--- config.mk ---
export PLATFORM = sky130hd
export DESIGN_NAME = addsub_16bit_seq
export DESIGN_NICKNAME = d
export VERILOG_FILES = /design/src/rtl/addsub_pkg.sv /design/src/rtl/addsub_slice4.sv /design/src/rtl/addsub_16bit_seq.sv
export SDC_FILE = /design/constraint.sdc
export NUM_CORES = 1
export LEC_CHECK = 0
export BUFFER_PORTS_ARGS = -buffer_cell sky130_fd_sc_hd__clkbuf_2
export CAP_MARGIN = 15
export CELL_PAD_IN_SITES_DETAIL_PLACEMENT = 0
export CELL_PAD_IN_SITES_GLOBAL_PLACEMENT = 2
export CORE_MARGIN = 5
export CORE_UTILIZATION = 34
export CTS_BUF_LIST = sky130_fd_sc_hd__clkbuf_4 sky130_fd_sc_hd__clkbuf_8
export DETAILED_ROUTE_END_ITERATION = 10
export HOLD_SLACK_MARGIN = 0.03
export PLACE_DENSITY = 0.93
export SKIP_LAST_GASP = 1
export SLEW_MARGIN = 25
export SYNTH_ARGS = -nofsm -noshare
export SYNTH_HDL_FRONTEND = slang
export SYNTH_HIERARCHICAL = 1
export SYNTH_SLANG_ARGS = --single-unit
--- constraint.sdc ---
create_clock -name clk -period 3.31 [get_ports clk]
set_input_delay 0.331 -clock clk [delete_from_list [all_inputs] [get_ports clk]]
set_output_delay 0.331 -clock clk [all_outputs]
set_load 0.02 [all_outputs]
--- src/rtl/addsub_pkg.sv ---
// Shared definitions for the nibble-serial add/sub datapath.
package addsub_pkg;
  localparam int DEF_WIDTH = 16;
  localparam int DEF_SLICE = 4;
  localparam int NSLICE    = DEF_WIDTH / DEF_SLICE;

  localparam logic [DEF_WIDTH-1:0] SAT_POS = 16'h7FFF;
  localparam logic [DEF_WIDTH-1:0] SAT_NEG = 16'h8000;

  typedef enum logic [1:0] {
    IDLE = 2'd0,
    RUN  = 2'd1,
    DONE = 2'd2
  } addsub_state_t;
endpackage

--- src/rtl/addsub_slice4.sv ---
// Combinational 4-bit add slice; exposes the carry into bit 3 for overflow detection.
module addsub_slice4 (
  input  logic [3:0] a,
  input  logic [3:0] b,
  input  logic       cin,
  output logic [3:0] sum,
  output logic       cout,
  output logic       c_msb
);
  logic [3:0] lo;

  always_comb begin
    lo    = {1'b0, a[2:0]} + {1'b0, b[2:0]} + {3'b000, cin};
    c_msb = lo[3];
    sum   = {a[3] ^ b[3] ^ c_msb, lo[2:0]};
    cout  = (a[3] & b[3]) | (c_msb & (a[3] ^ b[3]));
  end
endmodule

--- src/rtl/addsub_16bit_seq.sv ---
// Nibble-serial signed adder/subtractor with overflow, zero and optional saturation.
//   state | meaning
//   IDLE  | waiting for start; operands latched on acceptance
//   RUN   | one nibble per cycle, LSB first
//   DONE  | one-cycle done pulse, results held
module addsub_16bit_seq
  import addsub_pkg::*;
#(
  parameter int WIDTH = DEF_WIDTH,
  parameter int SLICE = DEF_SLICE
) (
  input  logic             clk,
  input  logic             rst,
  input  logic             start,
  input  logic [WIDTH-1:0] a,
  input  logic [WIDTH-1:0] b,
  input  logic             is_sub,
  input  logic             sat_en,
  output logic             busy,
  output logic             done,
  output logic [WIDTH-1:0] result,
  output logic             ovfl,
  output logic             zero
);
  localparam int NS = WIDTH / SLICE;
  localparam int IW = (NS > 1) ? $clog2(NS) : 1;

  addsub_state_t state, state_nxt;

  logic [WIDTH-1:0] a_sh, b_sh, part;
  logic [IW-1:0]    idx;
  logic             carry, sub_l, sat_l, a_msb;

  logic [SLICE-1:0] s_b, s_sum;
  logic             s_cin, s_cout, s_cmsb, last, ov;
  logic [WIDTH-1:0] res_raw, res_final;

  addsub_slice4 u_slice (
    .a     (a_sh[SLICE-1:0]),
    .b     (s_b),
    .cin   (s_cin),
    .sum   (s_sum),
    .cout  (s_cout),
    .c_msb (s_cmsb)
  );

  always_comb begin
    s_b       = b_sh[SLICE-1:0] ^ {SLICE{sub_l}};
    s_cin     = (idx == '0) ? sub_l : carry;
    last      = (idx == IW'(NS - 1));
    res_raw   = {s_sum, part[WIDTH-1:SLICE]};
    ov        = s_cmsb ^ s_cout;
    res_final = res_raw;
    if (sat_l && ov)
      res_final = a_msb ? SAT_NEG : SAT_POS;
  end

  always_ff @(posedge clk) begin
    if (rst) state <= IDLE;
    else     state <= state_nxt;
  end

  always_comb begin
    state_nxt = state;
    unique case (state)
      IDLE:    if (start) state_nxt = RUN;
      RUN:     if (last)  state_nxt = DONE;
      DONE:    state_nxt = IDLE;
      default: state_nxt = IDLE;
    endcase
  end

  always_ff @(posedge clk) begin
    if (rst) begin
      a_sh   <= '0;
      b_sh   <= '0;
      part   <= '0;
      idx    <= '0;
      carry  <= 1'b0;
      sub_l  <= 1'b0;
      sat_l  <= 1'b0;
      a_msb  <= 1'b0;
      result <= '0;
      ovfl   <= 1'b0;
      zero   <= 1'b0;
    end else begin
      case (state)
        IDLE: if (start) begin
          a_sh  <= a;
          b_sh  <= b;
          sub_l <= is_sub;
          sat_l <= sat_en;
          a_msb <= a[WIDTH-1];
          idx   <= '0;
          carry <= 1'b0;
        end
        RUN: begin
          a_sh  <= a_sh >> SLICE;
          b_sh  <= b_sh >> SLICE;
          part  <= res_raw;
          carry <= s_cout;
          idx   <= idx + 1'b1;
          if (last) begin
            result <= res_final;
            ovfl   <= ov;
            zero   <= (res_final == '0);
          end
        end
        default: ;
      endcase
    end
  end

  assign busy = (state == RUN);
  assign done = (state == DONE);
endmodule

---- Word-level counts from Yosys, hierarchy flattened ----
Index checks and enable logic that the tools add are counted.
storage, ports and cells
  flip-flop bits (word level) ............. 74
  latch bits .............................. 0
  memory bits (writable) .................. 0
  bits in read-only memories .............. 0
  input bits .............................. 37
  output and inout port bits .............. 20
  word-level logic and storage cells ...... 50
  memories ................................ 0
cells by class
  add/sub/neg operators ................... 3
  multipliers ............................. 0
  divide/modulo/power cells ............... 0
  $lt $le $gt $ge ......................... 0
  equality and inequality tests ........... 5
  shifts and indexed selects .............. 0
  multiplexer cells ....................... 14
  bitwise operators ....................... 7
  reductions and logical operators ........ 9
operator list
  kind                                                 count
  2-to-1 mux 16 bit                                    4
  one-hot mux 16 bit (2 select lines)                  2
  zero test 16 bit                                     1
  one-hot mux 2 bit (2 select lines)                   2
  AND reduction 2 bit                                  4
  2-to-1 mux 2 bit                                     3
  adder 3 x 3 -> 4 bit                                 1
  adder 4 x 1 -> 4 bit                                 1
  equality test 2 bit, second input constant           2
  zero test 2 bit                                      2
  XOR 4 bit                                            1
  XOR 1 bit                                            3
  adder 2 x 1 -> 2 bit, second input constant          1
  bitwise AND 1 bit                                    2
  equality test 2 x 1 -> 1 bit, second input constant  1
  2-to-1 mux 1 bit                                     2
  != test 2 x 1 -> 1 bit, second input constant        1
  != test 2 bit, second input constant                 1
  one-hot mux 1 bit (2 select lines)                   1
  nonzero test 2 bit                                   1
  logical AND 1 bit                                    1
  bitwise OR 1 bit                                     1

---- Longest topological paths before layout ----
Gate-level depths: netlist (run 1).
  depth in word-level cells ............... 9
  mapped depth ............................ 12
  mapped depth without buffers ............ 10

---- Modules after synthesis ----
Netlist (run 1), hierarchy kept.
modules (own cells, without submodules)
  module            instances  cells an instance  area each (um^2)  sequential area each (um^2)
  addsub_16bit_seq  1          342                2904.0            1401.3
  addsub_slice4     1          16                 133.9             0.0

---- Worst setup path after synthesis (run 1) ----
No wires, ideal clock.
  path type ............................... flip-flop to flip-flop
  start point ............................. register idx[0]
  end point ............................... register result[10]
  library setup time ...................... 0.081 ns
  data arrival time ....................... 2.444 ns
  data required time ...................... 3.229 ns
  setup slack ............................. 0.785 ns
  cell stages (with the launch flop) ...... 13
  buffers on the path ..................... 2
  clock period less this slack ............ 2.525 ns
  path through ............................ dfxtp_1 > inv_1 > ha_1 > mux2_2 > inv_1 > fa_1 > o21ai_1 > fa_1 > xnor2_1 > buf_2 > buf_2 > o21ai_0 > a211oi_2
on the way
  cells in the longest elaborated chain, start to end .. 8
  elaborated cells between the ends (all ways) .. 10
  those cells by class .................... 1 x add/sub; 1 x eq/ne; 2 x mux; 3 x bitwise; 3 x reduce/logical
RTL lines
  element                 line                     RTL
  from (decl)             addsub_16bit_seq.sv:31   logic [IW-1:0] idx;
  from (signal assigned)  addsub_16bit_seq.sv:102  idx <= idx + 1'b1;
  zero test 2 bit         addsub_16bit_seq.sv:49   s_cin = (idx == '0) ? sub_l : carry;
  2-to-1 mux 1 bit        addsub_16bit_seq.sv:49
  named net s_cin         addsub_16bit_seq.sv:35   logic s_cin, s_cout, s_cmsb, last, ov;
  adder 4 x 1 -> 4 bit    addsub_slice4.sv:13      lo = {1'b0, a[2:0]} + {1'b0, b[2:0]} + {3'b000, cin};
  named net s_cmsb        addsub_16bit_seq.sv:35
  bitwise AND 1 bit       addsub_slice4.sv:16      cout = (a[3] & b[3]) | (c_msb & (a[3] ^ b[3]));
  bitwise OR 1 bit        addsub_slice4.sv:16
  named net s_cout        addsub_16bit_seq.sv:35
  XOR 1 bit               addsub_16bit_seq.sv:52   ov = s_cmsb ^ s_cout;
  logical AND 1 bit       addsub_16bit_seq.sv:54   if (sat_l && ov)
  2-to-1 mux 16 bit       addsub_16bit_seq.sv:54
  to (signal assigned)    addsub_16bit_seq.sv:104  result <= res_final;
  to (decl)               addsub_16bit_seq.sv:21   output logic [WIDTH-1:0] result,
The timed path passes the listed nets, and every way through them passes these cells.
A chain may end at the register's enable or synchronous reset.

---- Final worst setup path (run 1) ----
  start point ............................. register idx[0]
  end point ............................... register result[1]
Same word-level chain as after synthesis.

==> results of run 1 <==
## flip-flops by register name (all words and copies together) (netlist names)
signal	count
a_msb	1
a_sh	16
b_sh	16
carry	1
idx	2
ovfl	1
part	12
result	16
sat_l	1
state	2
sub_l	1
zero	1
## stage by stage
stage / hold slack, ps / area [um^2] / worst slack (ps) / util [%] / std cells
after global placement: 463 / 3330 / 417 / 38.2 / 497
after detailed placement: 468 / 3340 / 328 / 38.3 / 497
after CTS: 207 / 3590 / 296 / 41.1 / 513
after global routing: 215 / 3590 / 93.1 / 41.1 / 513
final: 224 / 3590 / 337 / 41.1 / 513
after floorplan: 446 / 3040 / 785 / - / 358
## worst register-to-register path, cell delays in order, from the launching register on
cell,delay (ps)
dfxtp_1,370
inv_1,60
ha_1,200
mux2_2,220
inv_1,50
fa_1,400
o21ai_1,270
fa_1,260
xnor2_1,150
o31a_1,670
a211oi_1,170
## metal layers
metal	track usage [%]	share of wire, %	vias to the layer above
li1	-	-	1318
met1	18.4	47	1207
met2	19.7	45	61
met3	3.54	5.5	11
met4	6.38	1.8	0
met5	0	0	-
## cell type report
class	instances	area share, %
flip-flops and latches	70	39.1
well taps	108	3.77
clock inverters	5	2.96
multi-input cells	247	40.2
clock buffers	11	4.04
inverters	12	1.26
repair buffers	60	8.72
## report_power, final
part           switching, W  internal [W]  total, W
registers         0.0000331      0.000888  0.000922
clock network      0.000323      0.000531  0.000854
logic              0.000172      0.000102  0.000274
total              0.000528       0.00152   0.00205
## logic make-up after synthesis
kind of cell	Yosys count	share of synthesized area [%]
and+or+nand+nor	142	18.8
adders and majority gates	7	3.62
buffers and inverters	41	6.38
DFF	70	46.1
muxes	4	1.36
AOI/OAI and AO/OA	88	22.0
xor gates and xnor gates	6	1.73
## cells in the final DEF, fill, tap and decap left out, types with 2 or more instances in the layout
cell	synthesis	routed
o21ai_0	16	16
nand2_1	73	73
a211oi_2	10	10
clkbuf_2	0	55
o21ai_1	2	2
a22oi_1	10	10
xnor2_1	2	2
inv_1	11	11
bufinv_16	0	3
mux2i_1	3	3
a311oi_1	25	25
buf_4	2	4
a21oi_1	14	14
a211oi_1	7	7
clkbuf_4	0	2
xor2_1	4	4
ha_1	4	4
nor3_1	2	2
nor2_1	57	57
clkbuf_8	0	10
dfxtp_1	70	70
fa_1	3	3
nor4_1	3	3
## how the worst min path moves through the flow
stage	to	slack [ps]	depth (start not counted)	start
floorplan	part[7]	450	2	part[7]
finish	a_sh[9]	220	3	a[9]
detailed placement	part[4]	470	2	part[4]
CTS	a_sh[9]	210	3	a[9]
global route	sat_l	210	3	sat_en
global placement	part[4]	460	2	part[4]
==> reports/results.ini, run 1 <==
[run_status]
status=finished, final reports clean

[setup_path]
start_kind=register
cp_top_family=compound AO/OA/AOI/OAI gates
r2r_cells=10
end_kind=register
worstPathCellList=inv_1, ha_1, mux2_2, inv_1, fa_1, o21ai_1, fa_1, xnor2_1, o31a_1, a211oi_1
crit_cells=10
crit_buf_inv=2
max_stage_delay_ps=670
r2r-start=idx[0]
critPathRequiredTime_ps=3490
ff2ff_setup_slack_ps=340
arrival_ps=3150
crit_path_top_delay_cell=o31a_1
rr_endpoint=result[1]
worstSetupEndpoint=result[1]
crit_start=idx[0]
critPathMaxFanout=15
path_class=register to register

[grt]
grt_overflow_total=0
grt_pass1_wl_um=12100
grt_usage_pct=13.5
grt_max_degree=56
first_global_vias=2527
antenna_found_initial=0

[place]
post-dp-hpwl_um=4810
portBuffers=56
place.gp.congestion=0.737

[synth]
synth_area_leaders=dfxtp_1, nand2_1, a311oi_1
yosys.area.top_type_share_pct=46.1
syn-cell-area_mm2=0.00304
synth_top_area_cell=dfxtp_1
syn_area_per_cell_um2=8.49
ys_ff_latch=70
synth_common_cells=nand2_1, dfxtp_1, nor2_1
ys_async_sr_fraction_pct=0
synth-edff-count=0
ys_seq_area_share_pct=46.1
synthDistinctLibCells=35
yosysMostFrequentCell=nand2_1
syn_nets=402
synth_cells=358
ys.flop_type=dfxtp_1
yosys_warnings=6

[detailed_routing]
drt_iter0_drc=140
post_drt_wl_per_cell_um=14.0
via_count=2597
drtAntennaViolNets=0
viasPerCell=5.06
drc=0
drt-total-wl_um=7180
first_pass_iters=4

[clock_tree]
cts_max_path_buffers=2
clkSinkCount=70
clkLatencyLatePin_ps=340
hold_buffers=0
cts_setup_buffers=0
path_clk_slew_ps=80
cts_root_buf=clkbuf_8
cts_max_level=3
cts_buffers=9
cts_resized=0
cts_tree=yes

[floorplanning]
ios=57
fp.dieW_um=105
chipHeight_um=105
start_util_pct=34.8
core-area_mm2=0.00872
rows=34
die_area_mm2=0.0109

[sta]
finalHoldViolations=0
slew_viol_final=0
max_freq_mhz=336
worstMarginPinSlew_ps=943
period_needed_ps=2970
slew_headroom_pct=36.9
setup_violations=0
tns_ps=0
rsz0062_at_grt=no
fin_crit_sh_pct=89.8
clock_skew_ps=10.4

[final_layout]
drive_above_1_share_pct=22.2
n_antenna_cell=0
seq_area_mm2=0.00140
multiInputGateArea_mm2=0.00144
area_growth_pct=18.1
fillers=918
nets=444

[power_and_ir_drop]
p_per_area_mw_per_mm2=571
power_w=0.00205
p_leak_nw=1.42
ir_worst_vdd_v=0.000301

[run]
cap_violations=0

[min_path]
hp-class=primary input to register

(Power assumes the default switching activity.)
==> run 2, diff against run 1 <==
CTS_BUF_LIST = sky130_fd_sc_hd__clkbuf_8   (was sky130_fd_sc_hd__clkbuf_4 sky130_fd_sc_hd__clkbuf_8)
SLEW_MARGIN = not set   (was 25)
==> run 2 against run 1 <==
Against the previous run:
- final cell count up 0.19%
- largest cell class unchanged
- non-clock buffer count up 1
- flip-flop and latch count unchanged
- via count down 0.35%
==> reports/results.ini, run 2 (synthesized netlist as in run 1, its figures left out) <==
[run_status]
status=finished, final reports clean

[grt]
grt_pass1_wl_um=12100  ; +0.12%
grt_overflow_total=0  ; unchanged
first_global_vias=2503  ; -0.95%
grt_usage_pct=13.5  ; +0.044 points
grt_max_degree=56  ; unchanged
antenna_found_initial=0  ; unchanged

[detailed_routing]
drtAntennaViolNets=0  ; unchanged
wl_met1_um=3520  ; +3.4%
drc=0  ; unchanged
met3_length_um=419  ; +5.5%
via_count=2588  ; -0.35%
post_drt_wl_per_cell_um=14.0  ; +0.11%
viasPerCell=5.04  ; -0.54%
drt-total-wl_um=7200  ; +0.31%
routed.top_layer=met4
drt_iter0_drc=165  ; +18%
first_pass_iters=4  ; unchanged
route.met2.wl_um=3180  ; -2.0%

[floorplanning]
start_util_pct=34.8  ; unchanged
chipHeight_um=105  ; unchanged
rows=34  ; unchanged
die_area_mm2=0.0109  ; unchanged
core-area_mm2=0.00872  ; unchanged
ios=57  ; unchanged
fp.dieW_um=105  ; unchanged

[power_and_ir_drop]
p_comb_share_pct=15.4  ; +2.0 points
ir_worst_vdd_v=0.000215  ; -29%
power_switching_w=0.000521  ; -1.3%
p_clk_share_pct=33.3  ; -8.4 points
p_per_area_mw_per_mm2=510  ; -11%
p_int_w=0.00128  ; -16%
power_frac_seq_pct=51.3  ; +6.3 points
swShare_pct=29.0  ; +3.2 points
p_leak_nw=1.40  ; -1.4%

[sta]
fin_crit_sh_pct=89.8  ; about the same
rsz0062_at_grt=no
worstMarginPinSlew_ps=941  ; -1.71 ps
period_needed_ps=2970  ; -0.390 ps
slew_headroom_pct=37.0  ; +0.11 points
max_freq_mhz=336  ; about the same
clock_skew_ps=7.40  ; -2.99 ps
finalHoldViolations=0  ; unchanged
slew_viol_final=0  ; unchanged
tns_ps=0  ; unchanged
setup_violations=0  ; unchanged

[place]
post-dp-hpwl_um=4790  ; -0.28%
place_area_mm2=0.00333  ; about the same
portBuffers=56  ; unchanged
place.gp.congestion=0.737  ; unchanged

[clock_tree]
cts_root_buf=clkbuf_8
path_clk_slew_ps=70  ; about the same
cts_max_level=3  ; unchanged
cts_tree=yes
cts_resized=0  ; unchanged
hold_buffers=0  ; unchanged
cts_setup_buffers=0  ; unchanged
clkLatencyLatePin_ps=350  ; about the same
clkSinkCount=70  ; unchanged
cts_buffers=9  ; unchanged
cts_max_path_buffers=2  ; unchanged

[setup_path]
critPathRequiredTime_ps=3500  ; about the same
end_kind=register
critPathMaxFanout=15  ; unchanged
arrival_ps=3170  ; +20 ps
path_class=register to register
start_kind=register

[final_layout]
final_common_cell=nand2_1
post-route-util_pct=40.4  ; -0.76 points
area_growth_pct=15.9
n_antenna_cell=0  ; unchanged
largest_registers=a_sh: 16 flops, b_sh: 16 flops, result: 16 flops
drive_above_1_share_pct=21.9  ; -0.30 points
finalInstanceArea_mm2=0.00352  ; -1.8%
most-common-layout-cells=nand2_1, dfxtp_1, nor2_1
nets=445  ; +0.23%
fillers=937  ; +2.1%

[run]
cap_violations=0  ; unchanged

[min_path]
hp-class=primary input to register

==> run 2: path summary, 6_finish.rpt <==
path | start | endpoint | slack, ps | cells after the start
setup / recovery | idx[0] | result[1] | 340 | 10
hold / removal | sat_en | sat_l | 210 | 3
setup reg to reg | idx[0] | result[1] | 340 | 10
hold reg to reg | a_sh[9] | a_sh[5] | 480 | 2
==> run 2: critical path, stage by stage (launching register included) <==
cell and delay [ps]:
dfxtp_1 370, inv_1 60, ha_1 200, mux2_2 220, inv_1 50, fa_1 400, o21ai_1 280, fa_1 270
xnor2_1 150, o31a_1 660, a211oi_1 160
==> run 2: area by class of cell <==
type                    count  area [um^2]  area share, %
inverters                  12         45.0           1.28
clock buffers              10          138           3.91
repair buffers             61          330           9.38
clock inverters             6         30.0          0.853
well taps                 108          135           3.84
flip-flops and latches     70         1400           39.8
multi-input cells         247         1440           41.0
==> run 2: routing by layer <==
metal,vias up,GRT usage (%)
met5,-,0
met4,0,5.27
met3,8,4.22
met2,54,19.5
met1,1202,18.7
li1,1324,-
==> run 2: metrics by stage <==
step                power, W  setup slack, ps  hold slack [ps]  instances
floorplan            0.00114              785              446        358
global placement     0.00121              417              463        497
detailed placement   0.00122              330              468        497
CTS                  0.00182              313              206        513
global route         0.00190              122              215        514
finish               0.00180              337              215        514
==> run 2: power groups by stage <==
stage | Clock [W] | Sequential [W] | Combinational (W)
after floorplan | 0 | 0.000931 | 0.000210
after global placement | 0 | 0.000941 | 0.000272
after detailed placement | 0 | 0.000941 | 0.000277
after CTS | 0.000616 | 0.000922 | 0.000277
after global routing | 0.000650 | 0.000928 | 0.000320
final | 0.000599 | 0.000922 | 0.000276
==> run 3, diff against run 2 <==
CORE_ASPECT_RATIO = 1.75   (was not set)
CORE_MARGIN = not set   (was 5)
==> run 3 against run 2 <==
Against the previous run:
- cell area is 0.36% higher
- sequential share of layout area shrank 0.14 points
- clock skew down 1.3 ps
- combinational power is essentially flat
- largest cell class unchanged
- via count increased by 0.35%
- power up 4.6%
- highest routed layer unchanged
- critical endpoint is now result[13]
- non-clock buffer count down 1
- global-route usage up 3.7 points
==> reports/results.ini, run 3 (synthesized netlist as in run 1, its figures left out) <==
[place]
post-dp-hpwl_um=5090  ; +6.1%
place.gp.congestion=0.852  ; +16%
portBuffers=56  ; unchanged
place_area_mm2=0.00335  ; +0.34%
dpl_worst_slack_ps=366  ; +36.2 ps

[clock_tree]
cts_root_buf=clkbuf_8
cts_max_path_buffers=2  ; unchanged
cts_setup_buffers=0  ; unchanged
cts_resized=0  ; unchanged
clkSinkCount=70  ; unchanged
clkLatencyLatePin_ps=350  ; about the same
hold_buffers=0  ; unchanged
path_clk_slew_ps=70  ; about the same
cts_tree=yes
cts_buffers=9  ; unchanged
cts_max_level=3  ; unchanged

[final_layout]
n_antenna_cell=0  ; unchanged
final_common_cell=nand2_1
finalInstanceArea_mm2=0.00353  ; +0.36%
largest_registers=a_sh: 16 flops, b_sh: 16 flops, result: 16 flops
fillers=962  ; +2.7%
area_growth_pct=16.4
drive_above_1_share_pct=21.3  ; -0.58 points
most-common-layout-cells=nand2_1, dfxtp_1, nor2_1
nets=444  ; -0.22%

[detailed_routing]
drt_iter0_drc=126  ; -24%
viasPerCell=4.99  ; -0.81%
wl_met1_um=2960  ; -16%
route.met2.wl_um=3990  ; +25%
drtAntennaViolNets=0  ; unchanged
met3_length_um=247  ; -41%
drc=0  ; unchanged
via_count=2597  ; +0.35%
first_pass_iters=4  ; unchanged
drt-total-wl_um=7390  ; +2.7%
post_drt_wl_per_cell_um=14.2  ; +1.5%
routed.top_layer=met4

[run_status]
status=finished, final reports clean

[grt]
antenna_found_initial=0  ; unchanged
grt_usage_pct=17.2  ; +3.7 points
grt_overflow_total=0  ; unchanged
first_global_vias=2521  ; +0.72%
grt_max_degree=50  ; -11%
grt_pass1_wl_um=12100  ; -0.63%

[sta]
clock_skew_ps=6.05  ; -1.34 ps
setup_violations=0  ; unchanged
tns_ps=0  ; unchanged
setup_slack_ps=319  ; -18.2 ps
worstMarginPinSlew_ps=944  ; +2.40 ps
fin_crit_sh_pct=90.4  ; +0.55 points
rsz0062_at_grt=no
finalHoldViolations=0  ; unchanged
slew_viol_final=0  ; unchanged
slew_headroom_pct=36.8  ; -0.16 points
max_freq_mhz=334  ; -0.61%
period_needed_ps=2990  ; +18.2 ps

[setup_path]
path_class=register to register
end_kind=register
critPathMaxFanout=15  ; unchanged
arrival_ps=3190  ; +20 ps
critPathRequiredTime_ps=3510  ; about the same
start_kind=register

[floorplanning]
rows=45  ; +32%
chipHeight_um=127  ; +22%
core-area_mm2=0.00867  ; -0.57%
die_area_mm2=0.00933  ; -15%
start_util_pct=35.0  ; +0.20 points
fp.dieW_um=73.5  ; -30%
ios=57  ; unchanged

[run]
cap_violations=0  ; unchanged

[min_path]
hp-class=primary input to register

[power_and_ir_drop]
p_leak_nw=1.40  ; about the same
p_per_area_mw_per_mm2=532  ; +4.3%
ir_worst_vdd_v=0.000248  ; +15%

[run 3: cell count changes in the layout (fill, tap and decap cells not counted), sizes merged]
cell / before / now
clkinv: 3 / 0
buf: 5 / 4
bufinv: 0 / 1
clkbuf: 66 / 67
clkinvlp: 1 / 0
[run 3: routing by layer]
layer	GRT usage (%)	vias up
met4	9.28	0
met3	3.08	12
met1	18.2	1212
met5	0	-
met2	31.2	55
li1	-	1318
[run 3: final cells by class]
cell class | instances | area [um^2] | area share, %
well taps | 117 | 146 | 4.14
clock buffers | 11 | 151 | 4.28
clock inverters | 3 | 37.5 | 1.06
repair buffers | 60 | 310 | 8.78
flip-flops and latches | 70 | 1400 | 39.6
multi-input cells | 247 | 1440 | 40.8
inverters | 12 | 45.0 | 1.27
[run 3: worst max-delay path, stage by stage (launching register included)]
cell      delay, ps
dfxtp_1         370
inv_1            60
ha_1            190
mux2_2          220
inv_1            50
fa_1            420
o21ai_1         280
fa_1            270
xnor2_1         150
o31a_1          670
a211oi_1        160
[run 3: worst paths after layout]
kind	from	endpoint	slack (ps)	cells past startpoint
min reg2reg	part[7]	part[7]	480	2
min	sat_en	sat_l	210	3
max	idx[0]	result[13]	320	10
max reg2reg	idx[0]	result[13]	320	10
[run 3: power breakdown]
| group | switching (W) | internal, W |
|---|---|---|
| logic | 0.000174 | 0.000101 |
| registers | 0.0000343 | 0.000889 |
| clock network | 0.000306 | 0.000376 |
| total | 0.000515 | 0.00137 |
[run 3: through the flow]
step	utilization, %	hold slack (ps)	instances	power (W)
after floorplan	-	446	358	0.00114
after global placement	38.6	459	506	0.00121
after detailed placement	38.6	462	506	0.00122
after CTS	40.8	202	520	0.00191
after global routing	40.8	230	520	0.00198
final	40.8	214	520	0.00188
